===== config.mk =====
export PLATFORM = sky130hd
export DESIGN_NAME = i_decode
export DESIGN_NICKNAME = d
export VERILOG_FILES = /design/src/rtl/i_decode.sv
export SDC_FILE = /design/constraint.sdc
export NUM_CORES = 2
export LEC_CHECK = 0
export BUFFER_PORTS_ARGS = -buffer_cell sky130_fd_sc_hd__buf_2
export CAP_MARGIN = 10
export CORE_ASPECT_RATIO = 1.1
export CORE_MARGIN = 2
export CORE_UTILIZATION = 60
export DETAILED_ROUTE_END_ITERATION = 7
export PLACE_DENSITY = 0.78
export REMOVE_ABC_BUFFERS = 1
export SLEW_MARGIN = 15
export SYNTH_ARGS = -nofsm -noshare
export SYNTH_HDL_FRONTEND = slang
export SYNTH_SLANG_ARGS = --single-unit

===== constraint.sdc =====
create_clock -name clk -period 2.4 [get_ports clk]
set_clock_uncertainty 0.15 [all_clocks]
set_input_delay 0 -clock clk [delete_from_list [all_inputs] [get_ports clk]]
set_output_delay 0 -clock clk [all_outputs]
set_load 0.05 [all_outputs]

===== src/rtl/i_decode.sv =====
// i_decode: MIPS-style instruction decode stage with a single ID/EX pipeline register.
// Contents: a 32-entry register file written back from MEM/WB, the main control
// decoder and a 16->32 sign extender. Every output is registered.
// Optional feature macro: WB_BYPASS_EN. When it is defined, a write-back to rs/rt on
// the same edge is forwarded into ID_EX_readdat1/2. r0 is never forwarded.
module i_decode #(
  parameter int unsigned DATA_W = 32,
  parameter int unsigned REG_AW = 5
) (
  input  logic              clk,
  input  logic              reset,
  input  logic [31:0]       IF_ID_instr,
  input  logic [DATA_W-1:0] IF_ID_npc,
  input  logic              EX_MEM_PCsrc,
  input  logic              MEM_WB_regwrite,
  input  logic [REG_AW-1:0] MEM_WB_writereg,
  input  logic [DATA_W-1:0] WB_writedata,
  output logic [1:0]        ID_EX_wb,
  output logic [2:0]        ID_EX_m,
  output logic [3:0]        ID_EX_ex,
  output logic [DATA_W-1:0] ID_EX_npc,
  output logic [DATA_W-1:0] ID_EX_readdat1,
  output logic [DATA_W-1:0] ID_EX_readdat2,
  output logic [DATA_W-1:0] ID_EX_signext,
  output logic [REG_AW-1:0] ID_EX_rt,
  output logic [REG_AW-1:0] ID_EX_rd
);

  localparam int unsigned RF_DEPTH = 2 ** REG_AW;

  localparam logic [5:0] OP_RTYPE = 6'h00;
  localparam logic [5:0] OP_LW    = 6'h23;
  localparam logic [5:0] OP_SW    = 6'h2B;
  localparam logic [5:0] OP_BEQ   = 6'h04;

  logic [DATA_W-1:0] rf_q [RF_DEPTH];

  logic [5:0]        opcode_c;
  logic [REG_AW-1:0] rs_c;
  logic [REG_AW-1:0] rt_c;
  logic [REG_AW-1:0] rd_c;
  logic [DATA_W-1:0] signext_c;
  logic [DATA_W-1:0] rd1_c;
  logic [DATA_W-1:0] rd2_c;
  logic [1:0]        wb_c;
  logic [2:0]        m_c;
  logic [3:0]        ex_c;
  logic              wb_en_c;

  assign opcode_c  = IF_ID_instr[31:26];
  assign rs_c      = REG_AW'(IF_ID_instr[25:21]);
  assign rt_c      = REG_AW'(IF_ID_instr[20:16]);
  assign rd_c      = REG_AW'(IF_ID_instr[15:11]);
  assign signext_c = {{(DATA_W-16){IF_ID_instr[15]}}, IF_ID_instr[15:0]};
  assign wb_en_c   = MEM_WB_regwrite && (MEM_WB_writereg != '0);

  // Register file: synchronous clear, write-back ignores r0
  always_ff @(posedge clk) begin
    if (reset) begin
      for (int unsigned i = 0; i < RF_DEPTH; i++) begin
        rf_q[i] <= '0;
      end
    end else if (wb_en_c) begin
      rf_q[MEM_WB_writereg] <= WB_writedata;
    end
  end

  // Operand read; r0 is forced to zero, optional same-edge write-through
  always_comb begin
    rd1_c = (rs_c == '0) ? '0 : rf_q[rs_c];
    rd2_c = (rt_c == '0) ? '0 : rf_q[rt_c];
`ifdef WB_BYPASS_EN
    if (wb_en_c && (MEM_WB_writereg == rs_c)) rd1_c = WB_writedata;
    if (wb_en_c && (MEM_WB_writereg == rt_c)) rd2_c = WB_writedata;
`else
`endif
  end

  // Main control decode; a taken branch in MEM squashes this slot into a bubble
  always_comb begin
    wb_c = 2'b00;
    m_c  = 3'b000;
    ex_c = 4'b0000;
    if (!EX_MEM_PCsrc) begin
      unique case (opcode_c)
        OP_RTYPE: begin wb_c = 2'b10; m_c = 3'b000; ex_c = 4'b1100; end
        OP_LW:    begin wb_c = 2'b11; m_c = 3'b010; ex_c = 4'b0001; end
        OP_SW:    begin wb_c = 2'b00; m_c = 3'b001; ex_c = 4'b0001; end
        OP_BEQ:   begin wb_c = 2'b00; m_c = 3'b100; ex_c = 4'b0010; end
        default:  begin wb_c = 2'b00; m_c = 3'b000; ex_c = 4'b0000; end
      endcase
    end
  end

  // ID/EX pipeline register, updated every cycle
  always_ff @(posedge clk) begin
    if (reset) begin
      ID_EX_wb       <= '0;
      ID_EX_m        <= '0;
      ID_EX_ex       <= '0;
      ID_EX_npc      <= '0;
      ID_EX_readdat1 <= '0;
      ID_EX_readdat2 <= '0;
      ID_EX_signext  <= '0;
      ID_EX_rt       <= '0;
      ID_EX_rd       <= '0;
    end else begin
      ID_EX_wb       <= wb_c;
      ID_EX_m        <= m_c;
      ID_EX_ex       <= ex_c;
      ID_EX_npc      <= IF_ID_npc;
      ID_EX_readdat1 <= rd1_c;
      ID_EX_readdat2 <= rd2_c;
      ID_EX_signext  <= signext_c;
      ID_EX_rt       <= rt_c;
      ID_EX_rd       <= rd_c;
    end
  end

endmodule

==> flow_summary.yaml <==
worst_setup_path:
  worstPathRequired_ns: 2.91
  end_kind: "flop"
  reg2reg_from: "rf_q[31][5]$_SDFFCE_PN0P_"
  cp.arrival_ns: 3.00
  path_class: "in -> reg"
  cp_max_fo: 2
  start_kind: "primary input"
  startpoint: "IF_ID_instr[28]"
timing:
  setup_viol: 2
  rsz0062_at_grt: "yes"
  hold_viol: 0
  worst_slack_ns: -0.0897
  max_slew.worst_pin.slew_ns: 0.766
  clock.fmax_mhz: 402
  post-route-period-util_pct: 104
  drv_slew: 0
  whs_ns: 0.114
  min_period_ns: 2.49
  max_slew_margin_pct: 48.8
placement:
  port_buffers: 251
  place.gp.congestion: 0.931
  place_ws_ns: -0.158
  post-dp-hpwl_mm: 114
synthesis:
  synthArstFlopShare_pct: 0
  synthDistinctLibCells: 46
  synth-simple-area-share_pct: 12.8
  yosysWarnings: 0
  synth_edf_count: 1024
  synth_xor_area_share_pct: 0
  synthFlopType: "edfxtp_1"
  synthCells: 3777
  ys_ff_latch: 1148
  synthesis.area_um2: 57600
  syn_area_per_cell_um2: 15.3
  synthAdderAreaFrac_pct: 0
  synth_top_family_by_area: "multiplexers"
  muxShareOfSynthArea_pct: 22.2
  synth-compound-area-share_pct: 3.77
  synth_seq_area_share_pct: 57.6
routing:
  vias_per_cell: 6.82
  drt_iter0_drc: 5357
  vias: 38400
  dr.pass1.iters: 8
  remaining_drc_errors: 0
  avgRoutedWirePerCell_um: 32.7
  ant_nets: 0
  finalWirelength_mm: 184
pwr:
  p_per_area_nw_per_um2: 713
  internal_power_mw: 35.9
  power.total_mw: 48.3
  p_sw_mw: 12.4
  sw_frac_of_total_pct: 25.7
  leakage_nw: 25.0
  peakVddDrop_uv: 782
  seqPwrFrac_pct: 48.9
  clkPwrFrac_pct: 38.0
  pwr-share-comb_pct: 13.1
clock_network:
  cts-root-buf: "clkbuf_16"
  worst_skew_pair.late_latency_ns: 0.75
  path_clk_slew_ns: 0.06
  cts.path.max_buffers: 3
  h-tree-depth: 3
  cts-buffers-inserted: 115
  cts.sinks: 1148
  postCtsSetupBuffers: 0
  cts_tree: "built"
layout:
  nets: 4359
  multi_input_area_um2: 22600
  fillers: 6038
  final_common_cell: "edfxtp_1"
  register_area_um2: 33200
  syn_to_final_growth_pct: 17.6
  mostFrequentLayoutCells: "1024 x edfxtp_1, 995 x and2_1, 432 x mux4_2"
  drive_above_1_share_pct: 28.8
status:
  failed_checks: "setup timing"
  outcome: "complete, but fails checks"
die:
  dieArea_um2: 98600
  fp.dieW_um: 300
  ioPinCount: 252
  core-area_um2: 95400
  die_h_um: 329
  start_util_pct: 60.4
  num_rows: 119
global_route:
  grt_overflow_total: 0
  grt_pass1_vias: 39300
  track_usage_pct: 37.5
  grt_pass1_wl_mm: 265
  grt_max_degree: 90
  antenna_found_initial: 8
run:
  cap_violations: 0
min_path:
  hp-start: "IF_ID_instr[21]"
  min_path_type: "in -> reg"
## registers in the layout, indices dropped and copies added (netlist names)
register        count
ID_EX_signext      16
ID_EX_readdat2     32
ID_EX_m             2
ID_EX_ex            3
ID_EX_npc          32
ID_EX_rt            5
ID_EX_readdat1     32
ID_EX_wb            2
rf_q             1024
## through the flow
step / area (um^2) / util, % / instances / TNS, ns
2_1_floorplan: 55700 / - / 3390 / -84.07
3_3_place_gp: 61800 / 64.8 / 5196 / -0.415
6_report: 67800 / 71.0 / 5629 / -0.133
5_1_grt: 67800 / 71.0 / 5628 / -0.143
3_5_place_dp: 61800 / 64.8 / 5196 / -0.542
4_1_cts: 67700 / 71.0 / 5626 / 0
## worst max-delay path: stages
cell           delay, ns
dlygate4sd3_1       0.53
buf_2               0.14
dlygate4sd3_1       0.59
nor4_2              0.34
and4_1              0.26
dlygate4sd3_1       0.58
dlygate4sd3_1       0.56
## layout make-up
type,count,area share [%]
flip-flops and latches,1148,49.0
repair buffers,747,9.56
well taps,1270,2.34
multi-input cells,2242,33.4
diodes,3,0.0111
clock inverters,67,0.908
clock buffers,152,4.74
## cells by family (layout without fill, tap and decap cells)
kind of cell	after synthesis	after routing
AO/OA/AOI/OAI	263	263
buffers and inverters	418	966
flip-flops	1148	1148
multiplexers	736	736
other	1	35
AND/OR/NAND/NOR	1211	1211
## synth_stat cells, types with 10 or more instances
cell type / instances / area (um^2)
buf_2: 70 / 350
mux2i_1: 288 / 2880
nor2_1: 34 / 128
mux4_2: 432 / 9730
a21oi_1: 26 / 130
buf_6: 14 / 158
a31oi_1: 10 / 62.6
nor3_1: 18 / 90.1
nand2_1: 39 / 146
buf_4: 39 / 293
edfxtp_1: 1024 / 30700
or2_2: 32 / 200
o22a_1: 32 / 280
mux2_2: 16 / 180
a22o_1: 36 / 315
o221ai_1: 58 / 508
o22ai_1: 22 / 138
clkbuf_1: 280 / 1050
dfxtp_1: 124 / 2480
nor2b_1: 59 / 369
a2111oi_2: 15 / 225
a211oi_1: 14 / 105
a22oi_1: 26 / 195
and2_1: 996 / 6230
## power by group through the flow
stage,Clock [mW],Sequential (mW),Combinational (mW)
finish,18.4,23.6,6.34
global route,19.2,23.7,6.52
CTS,18.3,23.5,6.20
detailed placement,0,24.0,5.92
global placement,0,23.9,5.85
floorplan,0,24.3,2.52
## path summary, 6_finish.rpt
path                                         to  slack (ns)  depth (start not counted)
hold / removal     ID_EX_readdat1[2]$_SDFF_PP0_        0.11                          5
hold reg to reg   ID_EX_readdat1[28]$_SDFF_PP0_        0.67                          4
setup reg to reg   ID_EX_readdat1[5]$_SDFF_PP0_        0.03                          4
setup / recovery         ID_EX_ex[0]$_SDFF_PP0_       -0.09                          7
## per-layer routing
| metal | part of all wire (%) | track usage, % |
|---|---|---|
| met2 | 47 | 59.5 |
| met5 | 0.016 | 0 |
| met4 | 7.2 | 23.9 |
| met3 | 12 | 8.22 |
| met1 | 34 | 47.2 |
## what timing repair did
item / in CTS / in global routing
hold buffers: 211 / 0
hold endpoints to repair: 1129 / 0
gates resized for setup: 0 / 5
endpoints found under the setup margin: 0 / 5
Note: power is estimated with default switching activity, not from simulation.
